File: src/rtl/wb_stream_fetch.sv
// wb_stream_fetch
//   Reads a circular buffer of buf_size words starting at byte address
//   start_adr over a Wishbone (registered-feedback burst) read master and
//   streams the words, in address order, out of a small internal FIFO.
//
// Ports
//   clk, rst              clock, asynchronous active-high reset
//   wbm_*                 Wishbone read master (sel all ones, we tied 0, bte 00)
//   stream_m_data_o/valid_o/ready_i   stream source, transfer on valid&ready
//   enable                run control; a rising edge restarts at start_adr
//   start_adr             buffer base (bytes)
//   buf_size, burst_size  buffer length and preferred burst length (words)
//   irq_o                 buffer-complete interrupt
//
// Configuration
//   WB_STREAM_FETCH_IRQ_EN  when defined, irq_o is a sticky flag set each time
//                           the last buffer word is fetched and cleared by a
//                           rising edge of enable; otherwise irq_o is 0.
module wb_stream_fetch #(
  parameter int WB_DW         = 32,
  parameter int WB_AW         = 32,
  parameter int FIFO_AW       = 4,
  parameter int MAX_BURST_LEN = 2**FIFO_AW
) (
  input  logic               clk,
  input  logic               rst,
  output logic [WB_AW-1:0]   wbm_adr_o,
  output logic [WB_DW/8-1:0] wbm_sel_o,
  output logic               wbm_we_o,
  output logic               wbm_cyc_o,
  output logic               wbm_stb_o,
  output logic [2:0]         wbm_cti_o,
  output logic [1:0]         wbm_bte_o,
  input  logic [WB_DW-1:0]   wbm_dat_i,
  input  logic               wbm_ack_i,
  input  logic               wbm_err_i,
  output logic [WB_DW-1:0]   stream_m_data_o,
  output logic               stream_m_valid_o,
  input  logic               stream_m_ready_i,
  input  logic               enable,
  input  logic [WB_AW-1:0]   start_adr,
  input  logic [WB_AW-1:0]   buf_size,
  input  logic [WB_AW-1:0]   burst_size,
  output logic               irq_o
);

  localparam int               DEPTH      = 2**FIFO_AW;
  localparam logic [FIFO_AW:0] DEPTH_W    = (FIFO_AW+1)'(DEPTH);
  localparam logic [WB_AW-1:0] BEAT_BYTES = WB_AW'(WB_DW/8);
  localparam logic [WB_AW-1:0] MAX_LEN    = WB_AW'(MAX_BURST_LEN);

  typedef enum logic {IDLE, BURST} state_t;
  state_t state_reg, state_next;

  logic [WB_AW-1:0]   adr_reg, cnt_reg, start_reg, size_reg, beats_left_reg;
  logic               enable_d_reg, restart_reg;
  logic [FIFO_AW-1:0] wr_ptr_reg, rd_ptr_reg;
  logic [FIFO_AW:0]   fill_reg;
  logic [WB_DW-1:0]   fifo_mem [0:DEPTH-1];

  logic [WB_AW-1:0] burst_req, remain, len_cap, burst_len, fifo_free;
  logic             enable_rise, start_ok, beat_ok, last_beat, last_word;
  logic             push, pop;

  // Burst length for the next burst, evaluated from the live inputs while
  // idle: min(burst_size (0 -> 1), MAX_BURST_LEN, words left before wrap).
  always_comb begin
    burst_req = (burst_size == '0) ? WB_AW'(1) : burst_size;
    remain    = (cnt_reg < buf_size) ? (buf_size - cnt_reg) : WB_AW'(1);
    len_cap   = (burst_req < MAX_LEN) ? burst_req : MAX_LEN;
    burst_len = (len_cap < remain) ? len_cap : remain;
    fifo_free = WB_AW'(DEPTH_W - fill_reg);
  end

  assign enable_rise = enable & ~enable_d_reg;
  // A pending restart must reload the pointer before the next burst starts.
  assign start_ok    = enable & ~enable_rise & ~restart_reg & (fifo_free >= burst_len);
  assign beat_ok     = (state_reg == BURST) & wbm_ack_i & ~wbm_err_i;
  assign last_beat   = (beats_left_reg == WB_AW'(1));
  // ">=" rather than "==" so a shrunken or zero buf_size still wraps.
  assign last_word   = ((cnt_reg + WB_AW'(1)) >= size_reg);
  assign push        = beat_ok;
  assign pop         = stream_m_valid_o & stream_m_ready_i;

  // FSM: state register
  always_ff @(posedge clk or posedge rst) begin
    if (rst) state_reg <= IDLE;
    else     state_reg <= state_next;
  end

  // FSM: next state
  always_comb begin
    state_next = state_reg;
    case (state_reg)
      IDLE:    if (start_ok) state_next = BURST;
      BURST:   if (wbm_err_i || (wbm_ack_i && last_beat)) state_next = IDLE;
      default: state_next = IDLE;
    endcase
  end

  // FSM: outputs
  always_comb begin
    wbm_cyc_o = (state_reg == BURST);
    wbm_stb_o = (state_reg == BURST);
    wbm_cti_o = 3'b000;
    if (state_reg == BURST) wbm_cti_o = last_beat ? 3'b111 : 3'b010;
  end

  genvar gi;
  generate
    for (gi = 0; gi < WB_DW/8; gi++) begin : g_sel
      assign wbm_sel_o[gi] = 1'b1;
    end
  endgenerate

  assign wbm_we_o  = 1'b0;
  assign wbm_bte_o = 2'b00;
  assign wbm_adr_o = adr_reg;

  // Address / word pointer and the configuration snapshot used for wrapping.
  always_ff @(posedge clk or posedge rst) begin
    if (rst) begin
      adr_reg        <= '0;
      cnt_reg        <= '0;
      start_reg      <= '0;
      size_reg       <= '0;
      beats_left_reg <= '0;
      enable_d_reg   <= 1'b0;
      restart_reg    <= 1'b0;
    end else begin
      enable_d_reg <= enable;
      if (state_reg == IDLE) begin
        start_reg <= start_adr;
        size_reg  <= buf_size;
        if (restart_reg) begin
          adr_reg     <= start_adr;
          cnt_reg     <= '0;
          restart_reg <= 1'b0;
        end
        if (start_ok) beats_left_reg <= burst_len;
      end else if (beat_ok) begin
        beats_left_reg <= beats_left_reg - WB_AW'(1);
        if (last_word) begin
          adr_reg <= start_reg;
          cnt_reg <= '0;
        end else begin
          adr_reg <= adr_reg + BEAT_BYTES;
          cnt_reg <= cnt_reg + WB_AW'(1);
        end
      end
      // An errored beat leaves adr/cnt untouched so the retry refetches it.
      if (enable_rise) restart_reg <= 1'b1;
    end
  end

  // FIFO: a burst only starts with room for all of its beats, so push never
  // meets a full FIFO.
  always_ff @(posedge clk) begin
    if (push) fifo_mem[wr_ptr_reg] <= wbm_dat_i;
  end

  always_ff @(posedge clk or posedge rst) begin
    if (rst) begin
      wr_ptr_reg <= '0;
      rd_ptr_reg <= '0;
      fill_reg   <= '0;
    end else begin
      if (push) wr_ptr_reg <= wr_ptr_reg + 1'b1;
      if (pop)  rd_ptr_reg <= rd_ptr_reg + 1'b1;
      case ({push, pop})
        2'b10:   fill_reg <= fill_reg + 1'b1;
        2'b01:   fill_reg <= fill_reg - 1'b1;
        default: fill_reg <= fill_reg;
      endcase
    end
  end

  assign stream_m_valid_o = (fill_reg != '0);
  assign stream_m_data_o  = fifo_mem[rd_ptr_reg];

`ifdef WB_STREAM_FETCH_IRQ_EN
  logic complete;
  logic irq_reg;
  assign complete = beat_ok & last_word;
  always_ff @(posedge clk or posedge rst) begin
    if (rst)              irq_reg <= 1'b0;
    else if (enable_rise) irq_reg <= 1'b0;
    else if (complete)    irq_reg <= 1'b1;
  end
  assign irq_o = irq_reg;
`else
  assign irq_o = 1'b0;
`endif

endmodule
File: config.mk
export PLATFORM = sky130hd
export DESIGN_NAME = wb_stream_fetch
export DESIGN_NICKNAME = d
export VERILOG_FILES = /design/src/rtl/wb_stream_fetch.sv
export SDC_FILE = /design/constraint.sdc
export NUM_CORES = 1
export LEC_CHECK = 0
export CORE_MARGIN = 2
export CORE_UTILIZATION = 45
export DETAILED_ROUTE_END_ITERATION = 8
export GPL_ROUTABILITY_DRIVEN = 1
export SLEW_MARGIN = 20
export SYNTH_ARGS = -nofsm -noshare
export SYNTH_HDL_FRONTEND = slang
export SYNTH_SLANG_ARGS = --single-unit
export TNS_END_PERCENT = 5
File: constraint.sdc
create_clock -name clk -period 8.7 [get_ports clk]
set_clock_uncertainty 0.2 [all_clocks]
set_input_delay 1.305 -clock clk [delete_from_list [all_inputs] [get_ports clk]]
set_output_delay 1.305 -clock clk [all_outputs]
set_load 0.01 [all_outputs]
## After elaboration in Yosys (flattened, before gate mapping)

Memory sizes are Yosys's and may differ from the RTL's.
Cells that the tools add are included.

- Bits in registers: 176
- Memory bits (writable): 512
- Bits of input ports: 134
- Output and inout bits: 78
- Word-level logic and storage cells: 77
- Memories kept: 1

- Add/sub/neg operators: 9
- Magnitude comparators: 5
- Equality and inequality tests: 5
- Mux-type cells: 25
- Bitwise logic cells: 12
- Reductions and logical operators: 9

Memories:

| memory | depth | bits a word | rd ports | clocked after Yosys merged registers in | write ports | RTL line | text |
|---|---|---|---|---|---|---|---|
| fifo_mem | 16 | 32 | 1 | 0 | 1 | 59 | `logic [WB_DW-1:0] fifo_mem [0:DEPTH-1];` |

Operators by type and width:

| cell | count |
|---|---|
| 32-bit two-way mux | 15 |
| 32-bit greater-or-equal comparator | 2 |
| 32-bit < comparator | 2 |
| 32-bit by 1-bit adder with 32-bit output (second input constant) | 1 |
| 32-bit by 3-bit adder with 32-bit output (second input constant) | 1 |
| 32-bit by 1-bit equality test with 1-bit output (second input constant) | 1 |
| 32-bit logical NOT | 1 |
| 32-bit by 5-bit < comparator with 1-bit output (second input constant) | 1 |
| 32-bit by 1-bit subtractor with 32-bit output (second input constant) | 1 |
| 32-bit subtractor | 1 |
| 5-bit one-hot mux with 2 select lines | 1 |
| 4-bit by 1-bit adder with 4-bit output (second input constant) | 2 |
| 1-bit bitwise AND | 7 |
| 1-bit two-way mux | 6 |
| 3-bit two-way mux | 2 |
| 2-bit nonzero test | 3 |
| 5-bit by 5-bit subtractor with 6-bit output (first input constant) | 1 |
| 5-bit by 1-bit adder with 5-bit output (second input constant) | 1 |
| 1-bit NOT | 5 |
| 5-bit nonzero test | 1 |
| 5-bit by 1-bit subtractor with 5-bit output (second input constant) | 1 |
| 2-bit by 1-bit inequality test with 1-bit output (second input constant) | 2 |
| 2-bit AND reduction | 2 |
| 2-bit by 1-bit equality test with 1-bit output (second input constant) | 1 |
| other kinds (4) | 4 |

## Logic depth before layout (Yosys ltp)

Gate-level depths: netlist of run 1.

- Word-level depth: 10
- Depth in mapped cells: 38
- Depth with buffers taken out: 33

## Least setup slack after synthesis of run 1

No wires, ideal clock.

- Path kind: input to register
- Start: input buf_size[0]
- End: register beats_left_reg[8]
- Setup time: 146 ps
- Data arrival time: 7,617 ps
- Required time: 8,354 ps
- Path slack: 737 ps
- Stages on the path: 37
- Buffers on the path: 7
- Cells stage by stage: inv_1 ha_1 inv_1 fa_1 nand3_1 a21oi_1 o311ai_1 and2_1 a2111o_1 nand2_1 buf_2 buf_2 buf_2 buf_2 nand2_1 ha_1 nand4_1 nor4_1 nand2_1 a2111oi_2 a21bo_2 nand3b_1 o21bai_4 buf_2 buf_2 nand3_1 ha_1 a21oi_1 nor2b_1 a2111oi_0 o21ai_0 o21a_1 o31ai_2 nand2_1 buf_2 nor2_1 a221oi_1

- Word-level cells in the longest chain between the ends: 8
- Elaborated cells on any way between the ends: 11
- Classes of those cells: 1 x add/sub; 3 x order compare; 4 x mux; 1 x bitwise; 2 x reduce/logical

Ends and longest elaborated chain:

| item | RTL line | text |
|---|---|---|
| start: declaration | 42 | `input logic [WB_AW-1:0] buf_size,` |
| 32-bit subtractor or 32-bit < comparator (tied branches) | 69 | `remain = (cnt_reg < buf_size) ? (buf_size - cnt_reg) : WB_AW'(1);` |
| 32-bit two-way mux * | 69 |  |
| 32-bit < comparator | 71 | `burst_len = (len_cap < remain) ? len_cap : remain;` |
| 32-bit two-way mux * | 71 |  |
| 32-bit greater-or-equal comparator | 77 | `assign start_ok = enable & ~enable_rise & ~restart_reg & (fifo_free >= burst_len);` |
| 1-bit bitwise AND | 77 |  |
| 2-bit nonzero test (no line) | -- |  |
| 2-bit AND reduction (no line) | -- |  |
| end signal: assignment | 140 | `if (start_ok) beats_left_reg <= burst_len;` |
| end signal: assignment | 142 | `beats_left_reg <= beats_left_reg - WB_AW'(1);` |
| end: declaration | 55 | `logic [WB_AW-1:0] adr_reg, cnt_reg, start_reg, size_reg, beats_left_reg;` |

Mark *: on every way between the ends. The rest lies on a longest branch, timed or not. The select of a mux whose other input is x is not followed.
A chain may end at the register's enable or synchronous reset.

## Final worst setup path of run 1

- Start: input buf_size[0]
- End: register beats_left_reg[16]

The elaborated chain is that of the path after synthesis.

==> results.md, run 1 <==
- Status: completed
- Post-synthesis mux area share: 13.4%
- Worst-Margin Slew: 1.08 ns
- EDFF count, synth: 512
- Final GP Congestion: 0.867
- Pre-CTS setup slack: -0.154 ns
- Max-cap violations: 0
- Remaining DRCs: 0
- Syn_area_per_cell: 14.1 sq um
- Worst Hold Class: reg2reg
- PwrDens: 280 nW/um^2
- # IOs: 212
- Most frequent CP cell: buf_4
- Crit. End Element: flip-flop
- Area growth syn-to-layout: 19.1%
- Final setup TNS: 0 ns
- Fin cells: 3,650
- Setup slack after layout: 0.633 ns
- R2r setup slk: 1.21 ns
- Core area: 72,700 sq um
- Hold Vio Cnt, Final: 0
- Maximum clock path buffer count: 3
- Final Slew Violations: 0
- Startpoint types: input pin
- Area share of fa/ha/maj cells after synthesis: 5.52%
- Cell variety after synth: 83
- Post-Synthesis Cells: 2,328
- Vias in the first global route: 21.5k
- Inst Count DP: 3,509
- Die height: 274 um
- Std-Cell Rows: 99
- CTS tree: yes
- Length of the first detailed-routing pass in iterations: 6
- Main area contributors after synthesis: edfxtp_1 (47%), dfrtp_1 (13%), mux4_2 (11%)
- Count leader, synth: edfxtp_1
- Clock slew at reported path FFs: 0.06 ns
- Sequential fraction of the synthesis area: 60.1%
- Gr busiest metal: met2
- Synth Area in Compound Gates: 7.29%
- Predominant post-synthesis flop cell: edfxtp_1
- Arr. time, crit path: 8.37 ns
- GRT overflow: 0
- GR Util met1: 29.7%
- Final #Nets: 2,908
- Crit share post-route: 92.7%
- Port Buffers: 203
- Worst-Skew Late Latency: 0.63 ns
- First-pass GRT wire length: 126 mm
- Largest net degree at the start of global routing: 127
- Mapped cell area: 32,900 sq um
- Synth Area in XOR/XNOR: 2.16%
- Synth async-reset ratio: 25.6%
- Critical-path maximum fanout: 12
- H-tree Lvls: 3
- Final setup viols: 0
- Via Count: 21.0k
- Root buf cell: clkbuf_16
- Max Freq: 124 MHz
- Critical path type: in2reg
- # clock sinks: 688
- Hold path cells: 1
- Synthesis warning total: 0
- Starting Density: 45.2%
- Drt initial violations: 1,601
- Share of layout cells above drive strength 1: 18.1%
- Antenna-violating nets left: 0
- Post-CTS Setup Inserts: 0
- Biggest register: fifo_mem
- Biggest area consumer among synthesized cells: edfxtp_1
- Gr usage total: 21.9%
- Peak supply drop: 223 uV
- Crit path largest cell delay: 0.40 ns
- Lkg Pwr: 0.0141 uW
- DP HPWL: 50.2 mm
- Hold WS: 0.250 ns
- CTS buffer count: 77
- Initial antenna violation count: 7
- Synth top area share: 46.8%
- Synth Register Bits: 688
- Post-route cell area: 39,200 sq um
- Slew Limit Headroom: 28.1%
- Placed Area: 36,600 sq um
- Drt wl/cell: 22.4 um
- WP data required: 9.00 ns
- Combinational family with the most area after synthesis: multiplexers
- Largest register FFs: 512
- GR Util met3: 4.04%
- Die ar.: 75,300 sq um
- Die width: 274 um
- Vias/cell: 5.74
- Post-synthesis simple-gate area fraction: 8.73%
- Slowest stage cell, crit path: clkdlybuf4s50_1
- Ant diodes: 0
- R2R cell count: 33
- Post-synth top cells: edfxtp_1 (512), nand2_1 (183), dfrtp_1 (176)
- M2 GR Usage: 36.3%
- Crit path time final: 8.07 ns
- Drt total wl: 81.7 mm
## through the flow
stage               util [%]  total power, uW
floorplan                  -             6470
finish                  53.9            11000
detailed placement      50.3             7820
global route            53.9            11600
global placement        50.3             7750
CTS                     53.8            11100
## cells by family after synthesis
logic type / count (synthesis)
other cells: 2
buf+inv: 220
compound gates: 379
xor+xnor: 81
flops: 688
fa+ha+maj: 144
mux: 232
simple gates: 582
## worst max-delay path: cells and delay by family
kind,cells,cell delay [ns]
AOI/OAI and AO/OA,12,2.76
and+or+nand+nor,12,2.08
buffers and inverters,7,1.23
adders and majority gates,4,0.96
## metal layers
layer	vias up	part of all wire [%]
li1	9567	-
met1	10700	44
met2	583	48
met3	139	5.6
met4	12	2.6
met5	-	0.094
## cell usage in the layout (no fill, tap or decap), types with 19 or more instances in the layout
cell	netlist	layout
a21oi_1	97	96
a221oi_1	20	20
and3_1	38	38
buf_4	14	95
clkbuf_16	0	78
clkdlybuf4s50_1	0	203
conb_1	2	35
dfrtp_1	176	171
edfxtp_1	512	512
ha_1	142	142
inv_1	105	104
mux2_2	62	62
mux4_2	160	160
nand2_1	183	183
nand3_1	85	85
nand4_1	33	33
nor2_1	92	91
nor3_1	37	36
nor4_1	22	21
o211ai_1	19	19
o21ai_0	115	115
xnor2_1	60	60
xor2_1	21	21
## power by group
group	switching [uW]	internal [uW]	leakage, uW
clock network	1350	1880	0.00124
registers	427	3800	0.00677
logic	1640	1890	0.00613
## worst paths after layout
check / from / endpoint
min: enable_d_reg / restart_reg
min reg2reg: enable_d_reg / restart_reg
max reg2reg: cnt_reg[0] / beats_left_reg[16]
min in group asynchronous: rst / wbm_adr_o[19]
max in group asynchronous: rst / rd_ptr_reg[0]
max: buf_size[0] / beats_left_reg[16]
## cell type report
cell class | instances | area, sq um
multi-input cells | 1453 | 12400
well taps | 959 | 1200
flip-flops and latches | 688 | 19800
inverters | 107 | 409
fillers | 5960 | 33500
clock buffers | 102 | 2110
repair buffers | 303 | 2840
clock inverters | 38 | 425
## repair_timing
action                     4_1_cts  5_1_grt
setup endpoints to repair        0       32
resized for setup                0        3
hold endpoints to repair         0        0
hold buffers                     0        0
Note: power is estimated with default switching activity, not from simulation.
==> run 2, diff against run 1 <==
- clock period: 8.7 -> 9.5 ns (I/O delays scaled with it)
==> run 2 against run 1 <==
Compared with the run above: sequential cell count stayed put; non-clock buffer count is 58 lower; utilization decreased by 0.86 points; sequential power decreased by 8.1%; count of clock-buffer cells in the layout shrank 15; combinational power shrank 11%; via count decreased by 1.3%; design area down 1.6%; die area is the same; clock power fell by 12%; worst setup slack improved by 0.14 ns; total power decreased by 10%; largest cell class unchanged.
==> results.md, run 2 (same netlist as run 1, synthesis figures left out) <==
- Status: completed
- PwrDens: 256 nW/um^2
- Port Buffers: 203
- Via Count: 20.7k
- Drt wl/cell: 22.5 um
- Area growth syn-to-layout: 17.2%
- Largest net degree at the start of global routing: 120
- RSZ-0062 raised after global routing: no
- Std-Cell Rows: 99
- Peak supply drop: 214 uV
- Post-CTS Hold Buffers: 0
- Hold WS: 0.254 ns
- Crit path time final: 8.72 ns
- Commonest non-fill, non-tap cell in the layout: edfxtp_1
- Core area: 72,700 sq um
- Vias/cell: 5.77
- Lkg Pwr: 0.0138 uW
- RR Startpoint: cnt_reg[0]
- Final setup viols: 0
- Die ar.: 75,300 sq um
- First-pass GRT wire length: 125 mm
- Die width: 274 um
- Share of layout cells above drive strength 1: 16.1%
- Final Slew Violations: 0
- GRT overflow: 0
- Min-delay src: enable_d_reg
- Critical path type: in2reg
- Root buf cell: clkbuf_16
- Max Freq: 115 MHz
- Fill count: 5,940
- Gr usage total: 21.6%
- Post-CTS Setup Inserts: 0
- Slowest stage cell, crit path: nor4_1
- DP HPWL: 49.7 mm
- Max-cap violations: 0
- Arr. time, crit path: 9.00 ns
- Maximum clock path buffer count: 3
- Clock slew at reported path FFs: 0.06 ns
- Crit path largest cell delay: 0.59 ns
- Crit. Startpoint: buf_size[0]
- Slew Limit Headroom: 28.0%
- Drt total wl: 80.5 mm
- Crit. End Element: flip-flop
- Largest register FFs: 512
- Most frequent CP cell: nand3_1
- Vias in the first global route: 21.3k
- Worst Hold Class: reg2reg
- Final setup TNS: 0 ns
- WP data required: 9.77 ns
- Commonest non-fill, non-tap cells in the layout: edfxtp_1 (512), clkdlybuf4s50_1 (203), nand2_1 (183), dfrtp_1 (171), mux4_2 (160)
- CTS tree: yes
- Starting Density: 45.2%
- Remaining DRCs: 0
- Hold Vio Cnt, Final: 0
- H-tree Lvls: 3
- PostCTS Resize Cnt: 0
- Initial antenna violation count: 3
- CTS buffer count: 75
- Critical-path maximum fanout: 15
- Startpoint types: input pin
- Crit share post-route: 91.8%
- Worst-Margin Slew: 1.08 ns
- Drt initial violations: 1,625
- Antenna-violating nets left: 0
- Worst-Skew Late Latency: 0.63 ns
- Length of the first detailed-routing pass in iterations: 5
- Die height: 274 um
- Final GP Congestion: 0.864
- # clock sinks: 688
- Final #Nets: 2,848
- # IOs: 212
- Biggest register: fifo_mem
- R2r setup slk: 1.49 ns
## run 2: changes by cell type in the layout (fill, tap and decap cells not counted), sizes merged
cell,delta
buf,-58
clkbuf,-15
clkinv,+2
inv,+2
bufinv,+1
clkinvlp,+1
diode,+1
## run 2: worst paths after layout
kind,cells past startpoint,endpoint
worst min-delay path,1,restart_reg
worst max register to register,31,beats_left_reg[1]
max in group asynchronous,3,rd_ptr_reg[0]
worst min register to register,1,restart_reg
worst max-delay path,33,beats_left_reg[1]
min in group asynchronous,2,start_reg[11]
## run 2: report_power, final
part | internal (uW) | switching, uW | leakage [uW]
Combinational | 1670 | 1480 | 0.00583
Clock | 1660 | 1190 | 0.00118
Sequential | 3480 | 407 | 0.00677
Total | 6810 | 3080 | 0.0138
## run 2: metal layers
layer  vias up  share of wire, %  GRT usage [%]
met5         -             0.046              0
met4         6               2.5           6.26
met3       134               5.5           4.08
met2       554                48           35.1
met1     10500                44           29.8
li1       9444                 -              -
## run 2: layout make-up
type	instances	area, sq um	share of cell area, %
tap	959	1200	3.11
timing repair buffer	245	2370	6.16
sequential	688	19800	51.4
clock buffer	87	1970	5.12
multi-input combinational	1453	12400	32.1
inverter	107	409	1.06
antenna	1	2.50	0.00649
clock inverter	44	428	1.11
## run 2: stage by stage
stage / cell area, sq um / power (uW) / cells / util [%] / worst slack [ns]
6_report: 38500 / 9890 / 3584 / 53.0 / 0.776
5_1_grt: 38500 / 10400 / 3583 / 53.0 / 0.0346
4_1_cts: 38500 / 10000 / 3583 / 53.0 / 0.871
3_5_place_dp: 36100 / 7120 / 3452 / 49.7 / 0.278
3_3_place_gp: 36100 / 7050 / 3452 / 49.7 / 0.450
2_1_floorplan: 33000 / 5930 / 2361 / - / 1.42
## run 2: worst max-delay path, delay by kind of cell
kind | cells | cell delay [ns]
simple gates | 14 | 2.95
buf+inv | 4 | 0.78
fa+ha+maj | 4 | 1.10
compound gates | 11 | 2.73
